### src/rtl/mem_arbiter.sv
// Shares one RAM port between instruction fetch and data ports via IDLE/ACC/RESP FSM; define ARB_RR_EN for round-robin.
// Latency: grant 1 cycle after request, ACC until ramready or TIMEOUT, then one RESP cycle with wait low.
// Backpressure: iwait/dwait stay high while the port requests, except in the RESP cycle of its own access.
module mem_arbiter #(
    parameter int          TIMEOUT = 64,
    parameter logic [31:0] TO_DATA = 32'hBAD1BAD1
) (
    input  logic        CLK,
    input  logic        nRST,
    input  logic        iREN,
    input  logic [31:0] iaddr,
    output logic [31:0] iload,
    output logic        iwait,
    input  logic        dREN,
    input  logic        dWEN,
    input  logic [31:0] daddr,
    input  logic [31:0] dstore,
    output logic [31:0] dload,
    output logic        dwait,
    output logic        ramREN,
    output logic        ramWEN,
    output logic [31:0] ramaddr,
    output logic [31:0] ramstore,
    input  logic [31:0] ramload,
    input  logic        ramready,
    output logic        err
);
    localparam int CW = $clog2(TIMEOUT);

    localparam logic [1:0] IDLE = 2'd0;
    localparam logic [1:0] ACC  = 2'd1;
    localparam logic [1:0] RESP = 2'd2;

    localparam logic OWN_I = 1'b0;
    localparam logic OWN_D = 1'b1;

    logic [1:0]    state_q, state_d;
    logic          owner_q, owner_d;
    logic          last_q, last_d;
    logic [CW-1:0] cnt_q, cnt_d;
    logic [31:0]   iload_q, iload_d;
    logic [31:0]   dload_q, dload_d;
    logic          err_q, err_d;
    logic [31:0]   addr_q, addr_d;
    logic [31:0]   store_q, store_d;

    logic          d_req;
    logic          grant;
    logic          in_acc;
    logic [31:0]   sel_addr;
    logic          acc_ren;
    logic          acc_wen;

    always_comb begin
        d_req    = dREN | dWEN;
        in_acc   = (state_q == ACC);
        sel_addr = (owner_q == OWN_D) ? daddr : iaddr;
        // dREN together with dWEN is a write, so the read strobe is masked.
        acc_ren  = (owner_q == OWN_D) ? (dREN & ~dWEN) : iREN;
        acc_wen  = (owner_q == OWN_D) & dWEN;
`ifdef ARB_RR_EN
        grant    = (d_req & iREN) ? ~last_q : d_req;
`else
        grant    = d_req;
`endif
    end

    always_comb begin
        state_d = state_q;
        owner_d = owner_q;
        last_d  = last_q;
        cnt_d   = cnt_q;
        iload_d = iload_q;
        dload_d = dload_q;
        err_d   = err_q;
        addr_d  = addr_q;
        store_d = store_q;
        case (state_q)
            IDLE: begin
                if (d_req | iREN) begin
                    owner_d = grant;
                    last_d  = grant;
                    state_d = ACC;
                end
            end
            ACC: begin
                cnt_d   = cnt_q + CW'(1);
                addr_d  = sel_addr;
                store_d = dstore;
                if (ramready) begin
                    if (owner_q == OWN_I) begin
                        iload_d = ramload;
                    end else if (!dWEN) begin
                        dload_d = ramload;
                    end
                    state_d = RESP;
                end else if (cnt_q == CW'(TIMEOUT - 1)) begin
                    if (owner_q == OWN_I) begin
                        iload_d = TO_DATA;
                    end else begin
                        dload_d = TO_DATA;
                    end
                    err_d   = 1'b1;
                    state_d = RESP;
                end
            end
            RESP: begin
                cnt_d   = '0;
                state_d = IDLE;
            end
            default: state_d = IDLE;
        endcase
    end

    always_ff @(posedge CLK or negedge nRST) begin
        if (!nRST) begin
            state_q <= IDLE;
            owner_q <= OWN_I;
            last_q  <= OWN_I;
            cnt_q   <= '0;
            iload_q <= '0;
            dload_q <= '0;
            err_q   <= 1'b0;
            addr_q  <= '0;
            store_q <= '0;
        end else begin
            state_q <= state_d;
            owner_q <= owner_d;
            last_q  <= last_d;
            cnt_q   <= cnt_d;
            iload_q <= iload_d;
            dload_q <= dload_d;
            err_q   <= err_d;
            addr_q  <= addr_d;
            store_q <= store_d;
        end
    end

    // Strobes derive from the async-reset state, so they fall the moment nRST asserts.
    assign ramREN   = in_acc & acc_ren;
    assign ramWEN   = in_acc & acc_wen;
    assign ramaddr  = in_acc ? sel_addr : addr_q;
    assign ramstore = in_acc ? dstore : store_q;
    assign iload    = iload_q;
    assign dload    = dload_q;
    assign err      = err_q;
    assign iwait    = iREN & ~((state_q == RESP) & (owner_q == OWN_I));
    assign dwait    = d_req & ~((state_q == RESP) & (owner_q == OWN_D));
endmodule

### config.mk
export PLATFORM = sky130hd
export DESIGN_NAME = mem_arbiter
export DESIGN_NICKNAME = d
export VERILOG_FILES = /design/src/rtl/mem_arbiter.sv
export SDC_FILE = /design/constraint.sdc
export NUM_CORES = 1
export LEC_CHECK = 0
export BUFFER_PORTS_ARGS = -buffer_cell sky130_fd_sc_hd__buf_2
export CAP_MARGIN = 20
export CORE_UTILIZATION = 35
export DETAILED_ROUTE_END_ITERATION = 10
export PLACE_DENSITY = 0.58
export RECOVER_POWER = 25
export SLEW_MARGIN = 20
export SYNTH_ARGS = -nofsm -noshare
export SYNTH_HDL_FRONTEND = slang
export SYNTH_SLANG_ARGS = --single-unit
### constraint.sdc
create_clock -name CLK -period 3.15 [get_ports CLK]
set_clock_uncertainty 0.1 [all_clocks]
set_input_delay 0.4725 -clock CLK [delete_from_list [all_inputs] [get_ports CLK]]
set_output_delay 0.4725 -clock CLK [all_outputs]
set_load 0.01 [all_outputs]
==> reports/results.ini <==
[yosys]
seq_area_frac_synth=0.519
synth_area_um2=6650
synth_edf_count=0
synth_top_area_share=0.519
synthArstFlopShare=1.00
synthCells=617
ys_seq_elements=138
ys.flop_type=dfrtp_1
ys_top_cells_by_count=138 x dfrtp_1, 88 x nor2_1, 63 x a21oi_1
syn_area_per_cell_um2=10.8
yosysTopAreaCell=dfrtp_1
yosys_warnings=0
synth_area_leaders=dfrtp_1 52%, mux2_2 5.4%, mux2i_1 5.1%
post-synth-top-count-cell=dfrtp_1
synth_cell_types=44
syn_nets=755

[sta]
hold_violations=0
period_minus_slack_ns=2.66
max_freq_mhz=375
setup_viol=0
relSlewSlack=-0.156
worstMarginPinSlew_ns=1.73
drv_slew=65
min_period_over_period=0.846
fin_tns_setup_ns=0
rsz0062_at_grt=false

[cts]
cts_buffer_depth=2
path_clk_slew_ns=0.07
cts.sink_count=138
cts_max_level=4
clock-root-buffer=clkbuf_16
worstSkewPairLatency_ns=0.41
numCtsBuffers=17
cts_resized=0
cts_tree=yes

[setup_path]
critPathTopFamily=simple AND/OR/NAND/NOR gates
path_cells=ha_1, and3_1, clkbuf_1, nand2_2, a211oi_1
worst-path-max-fanout=20
arrival_ns=2.87
slowest_delay_ns=0.69
critPathKind=flop to flop
crit_buf_inv=1
critPathSlowestCell=clkbuf_1
required_ns=3.35
startpoint_type=flop
crit_path_end_kind=flop

[detailed_routing]
vias_per_cell=5.01
drt.antenna.violating_nets=0
dr.pass1.iters=4
drc=0
num_vias=5582
wire_per_inst_um=16.9
drt_wl_total_um=18900
dr.first_iter.drc_count=253

[die]
fp.coreArea_um2=18600
dieArea_um2=19600
initial_core_util=0.357
die_w_um=140
die_h_um=140
fp-row-count=50
num_io_pins=267

[global_route]
antenna_found_initial=1
grt_pass1_vias=5462
grt_pass1_wl_um=29700
grt_max_degree=66
grt_overflow=0
grt.total_usage=0.196

[pwr]
p_leak_nw=4.03
power_mw=9.15
ir_worst_vdd_mv=0.511
p_per_area_nw_per_um2=1060

[finish]
regArea_um2=3450
nets=1004
fin_util=0.463
multiInputGateArea_um2=2830
final_layout_size_suffix_gt1_frac=0.396
area_growth_syn_to_layout_pct=29.9
final.fill_count=1786

[placement]
port_buffers=266
place_hpwl_um=12900
place_congestion=0.740

[status]
violations=max-capacitance violations, max-slew violations
status=finished with violations

[run]
maxCapViolCount=1

[min_path]
hp-class=input pin to flop

-- layer usage --
metal,vias to the layer above,global-route usage,part of all wire
met3,16,0.0523,0.061
met1,2659,0.262,0.46
met2,214,0.311,0.46
met4,0,0.0619,0.016
li1,2693,-,-
met5,-,0,0
-- power by group --
group          internal (mW)  switching [mW]
logic                   1.78            2.27
clock network           1.20           0.874
registers               2.57           0.461
total                   5.55            3.60
-- repair_timing --
action / in CTS / in global routing
hold endpoints to repair: 58 / 0
setup endpoints to repair: 0 / 0
buffers inserted: 0 / 0
hold buffers: 1 / 0
-- registers in the layout, indices dropped and copies added, names as in the netlist --
signal / cells
store_q: 32
addr_q: 32
state_q: 2
err: 1
cnt_q: 6
owner_q: 1
iload: 32
dload: 32
-- metrics by stage --
stage / std cells / hold WS, ns / instance area, um2 / worst slack [ns]
after floorplan: 617 / 0.0769 / 6650 / 1.13
after global placement: 1080 / 0.349 / 8070 / 0.970
after detailed placement: 1080 / 0.357 / 8070 / 0.955
after CTS: 1113 / 0.161 / 8680 / 0.496
after global routing: 1114 / 0.160 / 8640 / 0.257
final: 1114 / 0.179 / 8640 / 0.485
-- cell type report --
cell class | instances | area share
antenna | 1 | 0.000290
clock buffer | 17 | 0.0492
clock inverter | 15 | 0.0206
inverter | 6 | 0.00261
multi-input combinational | 422 | 0.328
sequential | 138 | 0.400
tap | 234 | 0.0339
timing repair buffer | 281 | 0.166
-- path summary, 6_finish.rpt --
check | startpoint | to | slack (ns) | depth (start not counted)
min | ramload[21] | dload[21] | 0.18 | 3
max in group asynchronous | nRST | store_q[30] | 0.78 | 3
max reg2reg | cnt_q[0] | dload[9] | 0.49 | 5
max | cnt_q[0] | dload[9] | 0.49 | 5
min in group asynchronous | nRST | iload[19] | 0.95 | 2
min reg2reg | err | err | 0.37 | 1
-- worst min-delay path: stages --
cell     delay, ns
buf_2         0.09
nand2_1       0.04
nand3_1       0.05
-- cells by family (layout without fill, tap and decap cells) --
logic type / Yosys count / count (layout) / share of synthesized area
xor gates and xnor gates: 1 / 1 / 0.00132
DFF: 138 / 138 / 0.519
and+or+nand+nor: 176 / 176 / 0.129
other: 0 / 1 / 0
AOI/OAI and AO/OA: 175 / 175 / 0.181
buffers and inverters: 57 / 319 / 0.0572
adders and majority gates: 4 / 4 / 0.00752
muxes: 66 / 66 / 0.105
-- cells in the final DEF, fill, tap and decap left out, types with 6 or more instances in the layout --
master	Yosys	routed
o221a_1	10	10
a211oi_2	10	10
nand2b_1	16	16
inv_1	6	6
mux2_2	32	32
a221o_1	14	14
dfrtp_1	138	137
nand3_1	15	15
inv_6	0	6
clkbuf_1	12	28
a211oi_1	8	8
nor2b_1	16	16
buf_4	6	11
o221a_2	8	8
nor2_1	88	88
a21oi_1	63	63
clkbuf_16	0	17
mux2i_1	34	34
buf_2	18	238
nand2_1	22	22
o21ai_0	51	51
(Power assumes the default switching activity.)
